### src/rtl/pipe_hazard_ctrl_pkg.sv
// Shared constants and types for the pipeline hazard controller.
// The stage map names the default 4-stage layout, with index 0 as the youngest stage.
package pipe_hazard_ctrl_pkg;
  localparam logic TRUE  = 1'b1;
  localparam logic FALSE = 1'b0;

  localparam int DEF_STAGES = 4;
  typedef logic [$clog2(DEF_STAGES)-1:0] stage_idx_t;

  localparam stage_idx_t STG_PC     = stage_idx_t'(0);
  localparam stage_idx_t STG_IF_ID  = stage_idx_t'(1);
  localparam stage_idx_t STG_ID_EX  = stage_idx_t'(2);
  localparam stage_idx_t STG_EX_MEM = stage_idx_t'(3);
endpackage

### src/rtl/pipe_hazard_ctrl_sat_counter.sv
// Up-counter with synchronous clear that sticks at all-ones instead of wrapping.
// Clear takes priority over enable.
module sat_counter
  import pipe_hazard_ctrl_pkg::*;
#(
  parameter int CNT_W = 8
) (
  input  logic             clk,
  input  logic             rst_n,
  input  logic             en,
  input  logic             clr,
  output logic [CNT_W-1:0] cnt
);

  function automatic logic [CNT_W-1:0] sat_inc(input logic [CNT_W-1:0] v);
    return (&v) ? v : v + 1'b1;
  endfunction

  always_ff @(posedge clk or negedge rst_n) begin
    if (!rst_n)   cnt <= '0;
    else if (clr) cnt <= '0;
    else if (en)  cnt <= sat_inc(cnt);
  end

endmodule

### src/rtl/pipe_hazard_ctrl.sv
// Stall, bubble and flush control for an N-stage in-order pipeline.
// Adds a pending-flush latch, a post-flush fetch hold, a stall counter and a deadlock watchdog.
module pipe_hazard_ctrl
  import pipe_hazard_ctrl_pkg::*;
#(
  parameter int NUM_STAGES = 4,
  parameter int FLUSH_HOLD = 1,
  parameter int TIMEOUT    = 1024,
  parameter int CNT_W      = 32
) (
  input  logic                  clk,
  input  logic                  rst_n,
  input  logic                  rdy,
  input  logic [NUM_STAGES-1:0] stall_req,
  input  logic [NUM_STAGES-1:0] flush_req,
  output logic [NUM_STAGES-1:0] stall_o,
  output logic [NUM_STAGES-1:0] bubble_o,
  output logic [NUM_STAGES-1:0] flush_o,
  output logic                  flush_pend_o,
  output logic [CNT_W-1:0]      stall_cnt_o,
  output logic                  deadlock_o
);

  localparam int IDX_W  = $clog2(NUM_STAGES);
  localparam int HOLD_W = (FLUSH_HOLD > 0) ? $clog2(FLUSH_HOLD + 1) : 1;
  localparam int WD_W   = $clog2(TIMEOUT + 1);

  typedef logic [IDX_W-1:0] idx_t;

  logic [NUM_STAGES-1:0] s;
  logic [NUM_STAGES-1:0] held;
  logic                  k_vld, pend_use, fl_vld, lat_vld, keep_vld;
  idx_t                  k_idx, fl_idx, lat_idx;
  logic                  pend_vld_nxt;
  idx_t                  pend_idx_nxt;

  logic                  pend_vld_p0;
  idx_t                  pend_idx_p0;
  logic [HOLD_W-1:0]     hold_cnt_p0;
  logic                  deadlock_p0;
  logic [WD_W-1:0]       wd_cnt;
  logic                  stall_adv;

  always_comb begin
    logic acc;
    acc = FALSE;
    s   = '0;
    for (int i = NUM_STAGES - 1; i >= 0; i--) begin
      acc  = acc | stall_req[i];
      s[i] = acc;
    end
  end

  // A stage is held when anything older than it stalls.
  assign held = {1'b0, s[NUM_STAGES-1:1]};

  always_comb begin
    k_vld = FALSE;
    k_idx = '0;
    for (int i = 1; i < NUM_STAGES; i++) begin
      if (flush_req[i] && !held[i]) begin
        k_vld = TRUE;
        k_idx = idx_t'(i);
      end
    end
  end

  always_comb begin
    pend_use = pend_vld_p0 && !held[pend_idx_p0];
    fl_vld   = k_vld || pend_use;
    fl_idx   = k_idx;
    if (pend_use && (!k_vld || pend_idx_p0 > k_idx)) fl_idx = pend_idx_p0;
  end

  // Held requests below an applied flush are killed with their stage, so they are not latched.
  always_comb begin
    lat_vld = FALSE;
    lat_idx = '0;
    for (int i = 1; i < NUM_STAGES; i++) begin
      if (flush_req[i] && held[i] && (!fl_vld || idx_t'(i) > fl_idx)) begin
        lat_vld = TRUE;
        lat_idx = idx_t'(i);
      end
    end
  end

  always_comb begin
    keep_vld     = pend_vld_p0 && !(fl_vld && pend_idx_p0 <= fl_idx);
    pend_vld_nxt = keep_vld || lat_vld;
    pend_idx_nxt = keep_vld ? pend_idx_p0 : '0;
    if (lat_vld && (!keep_vld || lat_idx > pend_idx_p0)) pend_idx_nxt = lat_idx;
  end

  always_comb begin
    stall_o  = '0;
    flush_o  = '0;
    bubble_o = '0;
    if (!rst_n) begin
      stall_o = '0;
    end else if (!rdy) begin
      stall_o = '1;
    end else begin
      stall_o = s;
      for (int j = 0; j < NUM_STAGES; j++) begin
        if (fl_vld && idx_t'(j) < fl_idx) begin
          flush_o[j] = TRUE;
          stall_o[j] = FALSE;
        end
      end
      if (!fl_vld && hold_cnt_p0 != '0) flush_o[STG_PC] = TRUE;
      for (int i = 1; i < NUM_STAGES; i++) begin
        bubble_o[i] = stall_o[i-1] & ~stall_o[i] & ~flush_o[i];
      end
    end
  end

  assign stall_adv = rdy && stall_o[0];

  // ---- stage p0: controller state, frozen while rdy is low ----
  always_ff @(posedge clk or negedge rst_n) begin
    if (!rst_n) begin
      pend_vld_p0 <= FALSE;
      pend_idx_p0 <= '0;
      hold_cnt_p0 <= '0;
      deadlock_p0 <= FALSE;
    end else if (rdy) begin
      pend_vld_p0 <= pend_vld_nxt;
      pend_idx_p0 <= pend_idx_nxt;
      if (fl_vld)                  hold_cnt_p0 <= HOLD_W'(FLUSH_HOLD);
      else if (hold_cnt_p0 != '0)  hold_cnt_p0 <= hold_cnt_p0 - 1'b1;
      if (stall_adv && wd_cnt >= WD_W'(TIMEOUT - 1)) deadlock_p0 <= TRUE;
    end
  end

  sat_counter #(.CNT_W(CNT_W)) u_stall_cnt (
    .clk   (clk),
    .rst_n (rst_n),
    .en    (stall_adv),
    .clr   (FALSE),
    .cnt   (stall_cnt_o)
  );

  sat_counter #(.CNT_W(WD_W)) u_wd_cnt (
    .clk   (clk),
    .rst_n (rst_n),
    .en    (stall_adv),
    .clr   (rdy && !stall_o[0]),
    .cnt   (wd_cnt)
  );

  assign flush_pend_o = pend_vld_p0;
  assign deadlock_o   = deadlock_p0;

endmodule
### config.mk
export PLATFORM = sky130hd
export DESIGN_NAME = pipe_hazard_ctrl
export DESIGN_NICKNAME = d
export VERILOG_FILES = /design/src/rtl/pipe_hazard_ctrl_pkg.sv /design/src/rtl/pipe_hazard_ctrl_sat_counter.sv /design/src/rtl/pipe_hazard_ctrl.sv
export SDC_FILE = /design/constraint.sdc
export NUM_CORES = 1
export LEC_CHECK = 0
export BUFFER_PORTS_ARGS = -buffer_cell sky130_fd_sc_hd__buf_4
export CAP_MARGIN = 10
export CORE_MARGIN = 3
export CORE_UTILIZATION = 55
export CTS_BUF_LIST = sky130_fd_sc_hd__clkbuf_4 sky130_fd_sc_hd__clkbuf_8 sky130_fd_sc_hd__clkbuf_16
export DETAILED_ROUTE_END_ITERATION = 16
export PLACE_DENSITY = 0.83
export RECOVER_POWER = 50
export SLEW_MARGIN = 0
export SYNTH_ARGS = -nofsm -noshare
export SYNTH_HDL_FRONTEND = slang
export SYNTH_SLANG_ARGS = --single-unit
### constraint.sdc
create_clock -name clk -period 4.15 [get_ports clk]
set_input_delay 0.2075 -clock clk [delete_from_list [all_inputs] [get_ports clk]]
set_output_delay 0.2075 -clock clk [all_outputs]
set_load 0.01 [all_outputs]
* After elaboration in Yosys (flattened, before gate mapping)
Index checks and enable logic that the tools add are counted.
** Cells by class
- Reductions and logical operators :: 40
- Equality and inequality tests :: 2
- Bitwise logic cells :: 16
- Multiplexer cells :: 49
- Order comparisons :: 11
- $add $sub $neg :: 3
** Operator list (number)
- $mux W1 :: 33
- $mux W11 :: 3
- $add A32 B1 Y32 const B :: 1
- $reduce_and A32 Y1 :: 1
- $logic_and A1 B1 Y1 :: 19
- $mux W4 :: 4
- $mux W2 :: 6
- $add A11 B1 Y11 const B :: 1
- $ge A11 B10 Y1 const B :: 1
- $reduce_and A11 Y1 :: 1
- $logic_not A1 Y1 :: 8
- $reduce_and A2 Y1 :: 4
- $not A1 Y1 :: 7
- $and A1 B1 Y1 :: 6
- $logic_or A1 B1 Y1 :: 6
- $mux W3 :: 2
- $gt A2 B2 Y1 :: 2
- $lt A1 B2 Y1 const A :: 2
- $lt A2 B2 Y1 const A :: 2
- $ne A2 B1 Y1 const B :: 2
- $lt A2 B3 Y1 const B :: 1
- $or A1 B1 Y1 :: 3
- $bmux W1 S2 :: 1
- $gt A1 B2 Y1 const A :: 1
- other kinds (4) :: 4
** Storage, ports and cells
- Register bits :: 48
- Word-level logic and storage cells :: 127

* Depth between registers and ports, before layout
Gate-level depths: netlist (run 1).
- Depth after elaboration :: 21
- Gate-level depth with buffers :: 15
- Gate-level depth less buffers :: 15

* Modules after synthesis
Synthesis (run 1) repeated with hierarchy kept, for this count alone.
** Second synthesis, totals
- Cells, all modules :: 358
- Area total of the unflattened synthesis :: 3228.1 um^2
** Modules (own cells, without submodules)
- sat_counter (u_stall_cnt) :: area each 1876.8 um^2, seq. area each 800.8 um^2, cells an instance 202, times used 1
- pipe_hazard_ctrl :: area each 730.7 um^2, seq. area each 125.1 um^2, cells an instance 94, times used 1
- sat_counter (u_wd_cnt) :: area each 620.6 um^2, seq. area each 275.3 um^2, cells an instance 62, times used 1

* Worst setup path after synthesis (run 1)
Ideal clock, no wire load.
- Kind :: register -> register
- Start :: register pend_idx_p0[1]
- End :: register pend_idx_p0[0]
- Stages on the path, launching flop included :: 14
- Data arrival time :: 2855 ps
- Path buffers :: 0
- Setup time :: 122 ps
- Clock period less this slack :: 2977 ps
- Setup slack :: 1173 ps
- Path through :: dfrtp_1 > ha_1 > nor2b_1 > o21ai_0 > o21ai_0 > nand3_1 > mux2_2 > ha_1 > nand2_1 > o21ai_0 > nand2_1 > o21ai_0 > o21ai_0 > a32o_1
** On the way
- Cells in the longest elaborated chain, start to end :: 16
- Elaborated cells on any way between the ends :: 31
- Those cells by class :: order compare: 5; eq/ne: 1; mux: 8; reduce/logical: 17
** Ends and longest elaborated chain
- start: declaration :: line pipe_hazard_ctrl.sv:38 : idx_t pend_idx_p0;
- start signal: assignment :: line pipe_hazard_ctrl.sv:128 : pend_idx_p0 <= pend_idx_nxt;
- $bmux W1 S2 :: line pipe_hazard_ctrl.sv:69 : pend_use = pend_vld_p0 && !held[pend_idx_p0];
- $mux W1 (not written as such) :: line pipe_hazard_ctrl.sv:69
- $logic_not A1 Y1 :: line pipe_hazard_ctrl.sv:69
- $logic_and A1 B1 Y1 :: line pipe_hazard_ctrl.sv:69
- $logic_and A1 B1 Y1 :: line pipe_hazard_ctrl.sv:72 : if (pend_use && (!k_vld || pend_idx_p0 > k_idx)) fl_idx = pend_idx_p0;
- $mux W2 :: line pipe_hazard_ctrl.sv:72
- $gt A1 B2 Y1 :: line pipe_hazard_ctrl.sv:80 : if (flush_req[i] && held[i] && (!fl_vld || idx_t'(i) > fl_idx)) begin
- $logic_or A1 B1 Y1 :: line pipe_hazard_ctrl.sv:80
- $logic_and A1 B1 Y1 :: line pipe_hazard_ctrl.sv:80
- $mux W1 :: line pipe_hazard_ctrl.sv:80
- $mux W2 :: line pipe_hazard_ctrl.sv:80
- $gt A2 B2 Y1 :: line pipe_hazard_ctrl.sv:91 : if (lat_vld && (!keep_vld || lat_idx > pend_idx_p0)) pend_idx_nxt = lat_idx;
- $logic_or A1 B1 Y1 :: line pipe_hazard_ctrl.sv:91
- $logic_and A1 B1 Y1 :: line pipe_hazard_ctrl.sv:91
- $ne A2 B1 Y1 (no line)
- $reduce_and A2 Y1 (no line)
Several ways; a longest one is shown, not always the timed one. The select of a mux whose other input is x is not followed.
A chain may end at the register's enable or synchronous reset.

* Final worst setup path (run 1)
Ends and elaborated chain as after synthesis.

==> metrics.cfg, run 1 <==
[timing]
setup_slack_ns = 0.709
finalCritPeriodShare = 0.829
fin_crit_ns = 3.44
setup_violations = 0
setup_tns_ns = 0
rsz0062_at_grt = no
fmax_mhz = 291
final_hold_viol_count = 0
drv_slew = 0
tightestPinTransition_ns = 0.669
maxSlewHeadroom = 0.551
finClkSkew_ns = 0.00692
whs_ns = 0.191

[setup_path]
worst-path-buf-inv = 0
slowest_delay_ns = 0.47
critical_path_class = reg -> reg
worst_ep_arrival_time_ns = 3.64
crit_top_cell = o21ai_0
worst_setup_path_start_kind = flip-flop
cpMaxStageDelayCell = dfrtp_1
worst_setup_path_end_kind = flip-flop
cp.required_ns = 4.35
crit_fanout = 7
crit_family = compound AO/OA/AOI/OAI gates
crit_chain = ha_1 > nor2b_1 > o21ai_0 > o21ai_0 > nand3_1 > o2bb2ai_1 > ha_1 > nor2b_1 > o21ai_0 > nand2_1 > o21ai_0 > o21ai_0 > a32o_1

[clock_network]
cts_root_buf = clkbuf_8
cts.sinks = 48
cts.reportedPaths.clkPinSlew_ns = 0.09
clockBufferDepth = 2
post_cts_buffers = 0
numCtsBuffers = 5
htreeDepth = 2
clkLatencyLatePin_ns = 0.30
cts_tree = built

[global_routing]
antenna_found_initial = 0
grt_overflow = 0
grt_pass1_wl_mm = 10.8
first_global_vias = 2334
grt_max_degree = 57
grt.total_usage = 0.219

[drt]
detail_route.first_pass.iterations = 5
vias = 2399
via_per_inst = 5.71
ant_nets = 0
drc = 0
wl_per_cell_um = 15.0
drtIter0Drc = 136
drt-total-wl_mm = 6.30

[logic_synthesis]
synth_top_area_share = 0.411
ys_top_cells_by_area = dfrtp_1, xnor2_1, xor2_1, nand2_1, nor2_1
syn_inst = 297
synth_edf_count = 0
synth-seq-cells = 48
yosysTopAreaCell = dfrtp_1
synth_ff_type = dfrtp_1
synth_area_per_cell_um2 = 9.84
ys_seq_area_frac = 0.411
yosysMostFrequentCell = dfrtp_1
syn-cell-area_um2 = 2920
ys_async_sr_fraction = 1.00
synth_cell_type_count = 59
ys_warn_count = 0
synth_common_cells = dfrtp_1, nand2_1, nor2_1, xnor2_1, xor2_1

[final_layout]
layout-drive-gt1-share = 0.178
final_nets = 372
fin_util = 0.685
area_growth_pct = 15.2
n_antenna_cell = 0

[floorplanning]
die-area_um2 = 6220
start_util = 0.595
core_area_um2 = 4910
dieWidth_um = 78.9
io_pins = 57
placementRows = 25
die-height_um = 78.9

[placed_design]
portBuffers = 53
pre_cts_slack_ns = 0.641
hpwlAfterDp_mm = 4.68
place.gp.congestion = 0.932

[pwr]
p_per_area_nw_per_um2 = 300
leakage_uw = 0.00153
ir_worst_vdd_mv = 0.169

[run_status]
status = finished, final reports clean

[job]
timing.max_cap.violations = 0

[worst_hold_path]
min_path_type = in -> reg

## state kept, by name, summed over array words and instances, names as in the netlist
| register | flops |
|---|---|
| u_stall_cnt.cnt | 32 |
| u_wd_cnt.cnt | 11 |
| pend_idx_p0 | 2 |
| deadlock_o | 1 |
| flush_pend_o | 1 |
| hold_cnt_p0 | 1 |
## final timing paths
kind / startpoint / to / slack [ns] / cells past startpoint
worst min register to register: deadlock_o / deadlock_o / 0.47 / 1
worst max-delay path: pend_idx_p0[1] / pend_idx_p0[0] / 0.71 / 13
worst min-delay path: rdy / hold_cnt_p0 / 0.19 / 2
min in group asynchronous: rst_n / flush_pend_o / 0.48 / 2
worst max register to register: pend_idx_p0[1] / pend_idx_p0[0] / 0.71 / 13
max in group asynchronous: rst_n / u_stall_cnt.cnt[22] / 3.22 / 2
## per-layer routing
| metal | GRT usage | vias up | share of wire |
|---|---|---|---|
| met3 | 0.0601 | 5 | 0.065 |
| met5 | 0 | - | 0 |
| met2 | 0.367 | 64 | 0.48 |
| met1 | 0.278 | 1163 | 0.44 |
| met4 | 0.0636 | 0 | 0.010 |
| li1 | - | 1167 | - |
## placed cells by master (no fill, tap or decap), types with 8 or more instances in the layout
master | synthesis | final
nor2_1 | 28 | 28
xnor2_1 | 24 | 24
dfrtp_1 | 48 | 48
buf_4 | 2 | 32
o21ai_0 | 12 | 12
xor2_1 | 15 | 15
inv_1 | 11 | 11
nand2_1 | 28 | 28
clkbuf_1 | 1 | 22
ha_1 | 8 | 8
nand3_1 | 13 | 13
nand4_1 | 14 | 14
## layout make-up
cell class	count	area, um^2
repair buffers	55	333
inverters	11	41.3
multi-input cells	232	1630
fillers	419	1550
well taps	67	83.8
clock buffers	6	76.3
flip-flops and latches	48	1200
clock inverters	1	5.00
## cell families (layout without fill, tap and decap cells)
| kind of cell | after synthesis | count (layout) | synth area share |
|---|---|---|---|
| buffers and inverters | 18 | 73 | 0.0338 |
| adders and majority gates | 8 | 8 | 0.0343 |
| xor gates and xnor gates | 39 | 39 | 0.117 |
| muxes | 4 | 4 | 0.0163 |
| DFF | 48 | 48 | 0.411 |
| and+or+nand+nor | 137 | 137 | 0.275 |
| other | 1 | 2 | 0.00128 |
| AOI/OAI and AO/OA | 42 | 42 | 0.112 |
## through the flow
| stage | instance area, um^2 | cells | power [uW] |
|---|---|---|---|
| 5_1_grt | 3370 | 420 | 1070 |
| 2_1_floorplan | 2930 | 298 | 673 |
| 3_3_place_gp | 3360 | 412 | 749 |
| 3_5_place_dp | 3360 | 412 | 760 |
| 4_1_cts | 3450 | 420 | 1030 |
| 6_report | 3370 | 420 | 1010 |
## repair_timing
action                                 4_1_cts  5_1_grt
gates resized for setup                      0        0
endpoints found under the hold margin       48        0
hold buffers                                 1        0
setup endpoints to repair                    0        0
## power by group
group | internal [uW] | total (uW) | switching [uW]
Clock | 121 | 271 | 150
Combinational | 90.8 | 210 | 120
Sequential | 493 | 528 | 35.8
No activity file was read; power rests on OpenSTA's default activity.
==> inputs of run 2 (changes only) <==
--- a/config.mk
+++ b/config.mk
@@ -8,10 +8,10 @@
 export BUFFER_PORTS_ARGS = -buffer_cell sky130_fd_sc_hd__buf_4
 export CAP_MARGIN = 10
 export CORE_MARGIN = 3
-export CORE_UTILIZATION = 55
+export CORE_UTILIZATION = 50
 export CTS_BUF_LIST = sky130_fd_sc_hd__clkbuf_4 sky130_fd_sc_hd__clkbuf_8 sky130_fd_sc_hd__clkbuf_16
 export DETAILED_ROUTE_END_ITERATION = 16
-export PLACE_DENSITY = 0.83
+export PLACE_DENSITY = 0.79
 export RECOVER_POWER = 50
 export SLEW_MARGIN = 0
 export SYNTH_ARGS = -nofsm -noshare
==> constraint.sdc (replaced) <==
create_clock -name clk -period 2.9 [get_ports clk]
set_input_delay 0.145 -clock clk [delete_from_list [all_inputs] [get_ports clk]]
set_output_delay 0.145 -clock clk [all_outputs]
set_load 0.01 [all_outputs]
==> run 2 against run 1 <==
Effect of this change:
- clock skew is 0.0019 ns higher
- power is 55% higher
- global-route usage is 1.7 points lower
- clock power is 76% higher
- wire length is 2.4% higher
- final area is 4.6% higher
- sequential cell count stayed put
- count of clock-buffer cells in the layout is 1 lower
- largest cell class unchanged
==> metrics.cfg, run 2 (same netlist as run 1, synthesis figures left out) <==
[placed_design]
hpwlAfterDp_mm = 4.71  ; +0.52%
pre_cts_slack_ns = -0.00981  ; -0.651 ns
post-place-cells = 426  ; +3.4%
portBuffers = 53  ; unchanged
place.gp.congestion = 0.866  ; -7.2%

[floorplanning]
placementRows = 27  ; +8.0%
start_util = 0.524  ; -0.0708
io_pins = 57  ; unchanged
die-height_um = 82.4  ; +4.5%
dieWidth_um = 82.4  ; +4.5%
die-area_um2 = 6800  ; +9.2%
core_area_um2 = 5570  ; +14%

[timing]
tightestPinTransition_ns = 1.13  ; +0.460 ns
fin_crit_ns = 2.76  ; -0.677 ns
finClkSkew_ns = 0.00882  ; +0.00190 ns
final_hold_viol_count = 0  ; unchanged
drv_slew = 0  ; unchanged
setup_violations = 0  ; unchanged
finalCritPeriodShare = 0.953  ; +0.124
setup_slack_ns = 0.136  ; -0.573 ns
fmax_mhz = 362  ; +24%
maxSlewHeadroom = 0.247  ; -0.304
whs_ns = 0.130  ; -0.0609 ns

[final_layout]
final_cell_mix = dfrtp_1, buf_4, nand2_1, nor2_1, clkbuf_1
largest_reg_flops = 32  ; unchanged
n_antenna_cell = 0  ; unchanged
top_register = u_stall_cnt.cnt
final_nets = 387  ; +4.0%
fin_cells = 441  ; +5.0%
layout-drive-gt1-share = 0.217  ; +0.0383
final_common_cell = dfrtp_1
area_growth_pct = 20.5
largestRegisters = u_stall_cnt.cnt (32), u_wd_cnt.cnt (11), pend_idx_p0 (2)
fin_util = 0.631  ; -0.0539

[clock_network]
cts_root_buf = clkbuf_8
clockBufferDepth = 2  ; unchanged
htreeDepth = 2  ; unchanged
numCtsBuffers = 5  ; unchanged
clkLatencyLatePin_ns = 0.30  ; about the same
cts.reportedPaths.clkPinSlew_ns = 0.09  ; about the same
cts.sinks = 48  ; unchanged
cts_tree = built

[run_status]
status = finished, final reports clean

[pwr]
p_per_area_nw_per_um2 = 444  ; +48%
leakage_uw = 0.00161  ; +4.8%
ir_worst_vdd_mv = 0.412  ; +140%

[global_routing]
first_global_vias = 2300  ; -1.5%
grt_overflow = 0  ; unchanged
grt_pass1_wl_mm = 10.7  ; -1.4%
grt.total_usage = 0.202  ; -0.0166
grt_max_degree = 47  ; -18%
antenna_found_initial = 0  ; unchanged

[drt]
drt-total-wl_mm = 6.45  ; +2.4%
detail_route.first_pass.iterations = 5  ; unchanged
vias = 2410  ; +0.46%
via_per_inst = 5.46  ; -4.3%
ant_nets = 0  ; unchanged
drtIter0Drc = 145  ; +6.6%
wl_per_cell_um = 14.6  ; -2.4%
drc = 0  ; unchanged

[job]
timing.max_cap.violations = 0  ; unchanged

[worst_hold_path]
min_path_type = in -> reg
min_from = rdy

[setup_path]
crit_start = pend_idx_p0[1]
worst_setup_path_end_kind = flip-flop
worst_ep_arrival_time_ns = 2.95  ; -0.69 ns
cp.required_ns = 3.09  ; -1.26 ns
worst_setup_path_start_kind = flip-flop
critical_path_class = reg -> reg
crit_fanout = 5  ; -2
r2r_start = pend_idx_p0[1]

==> run 2: cell count changes in the layout (fill, tap and decap cells not counted), sizes merged <==
cell and delta:
buf +10, clkinvlp +1, clkbuf +4, bufinv +1
==> run 2: final cells by class <==
cell class                 count  area, um^2
timing repair buffer          70         428
fill                         484        2050
multi-input combinational    232        1650
sequential                    48        1200
clock inverter                 3        42.5
tap                           72        90.1
inverter                      11        41.3
clock buffer                   5        68.8
==> run 2: report_power, final <==
part / total (uW) / switching [uW] / internal [uW]
sequential: 750 / 44.4 / 705
clock: 477 / 222 / 255
combinational: 337 / 181 / 156
total: 1560 / 447 / 1120
==> run 2: layer usage <==
metal	up-vias	track usage	share of wire
li1	1201	-	-
met1	1133	0.262	0.45
met2	67	0.339	0.47
met3	9	0.0423	0.059
met4	0	0.0631	0.013
met5	-	0	0
==> run 2: final timing paths <==
| check | end | slack (ns) | cells past startpoint |
|---|---|---|---|
| worst max-delay path | pend_idx_p0[0] | 0.14 | 13 |
| worst min-delay path | hold_cnt_p0 | 0.13 | 2 |
| worst max register to register | pend_idx_p0[0] | 0.14 | 13 |
| worst min register to register | deadlock_o | 0.48 | 1 |
| max in group asynchronous | pend_idx_p0[0] | 1.04 | 3 |
| min in group asynchronous | u_wd_cnt.cnt[1] | 0.31 | 2 |
==> run 2: repair_timing <==
action	CTS	global route
pin swaps	0	5
hold buffers	1	0
setup endpoints to repair	1	2
hold endpoints to repair	2	0
gates resized for setup	3	8
setup buffers	0	6
==> run 2: per-stage QoR <==
stage | power (uW) | area [um^2] | setup TNS [ns]
after floorplan | 963 | 2930 | 0
after global placement | 1090 | 3430 | 0
after detailed placement | 1100 | 3430 | -0.00981
after CTS | 1580 | 3550 | 0
after global routing | 1660 | 3520 | -0.00461
final | 1560 | 3520 | 0
==> run 2: critical path: stages (launching register included) <==
cell,delay (ns)
dfrtp_1,0.40
buf_4,0.15
and2_1,0.18
o21a_1,0.20
nand2_1,0.16
nand4b_1,0.21
inv_1,0.17
ha_1,0.26
nor2b_1,0.15
a2bb2oi_2,0.14
o21ai_1,0.15
o21ai_2,0.08
buf_4,0.16
a32o_1,0.24
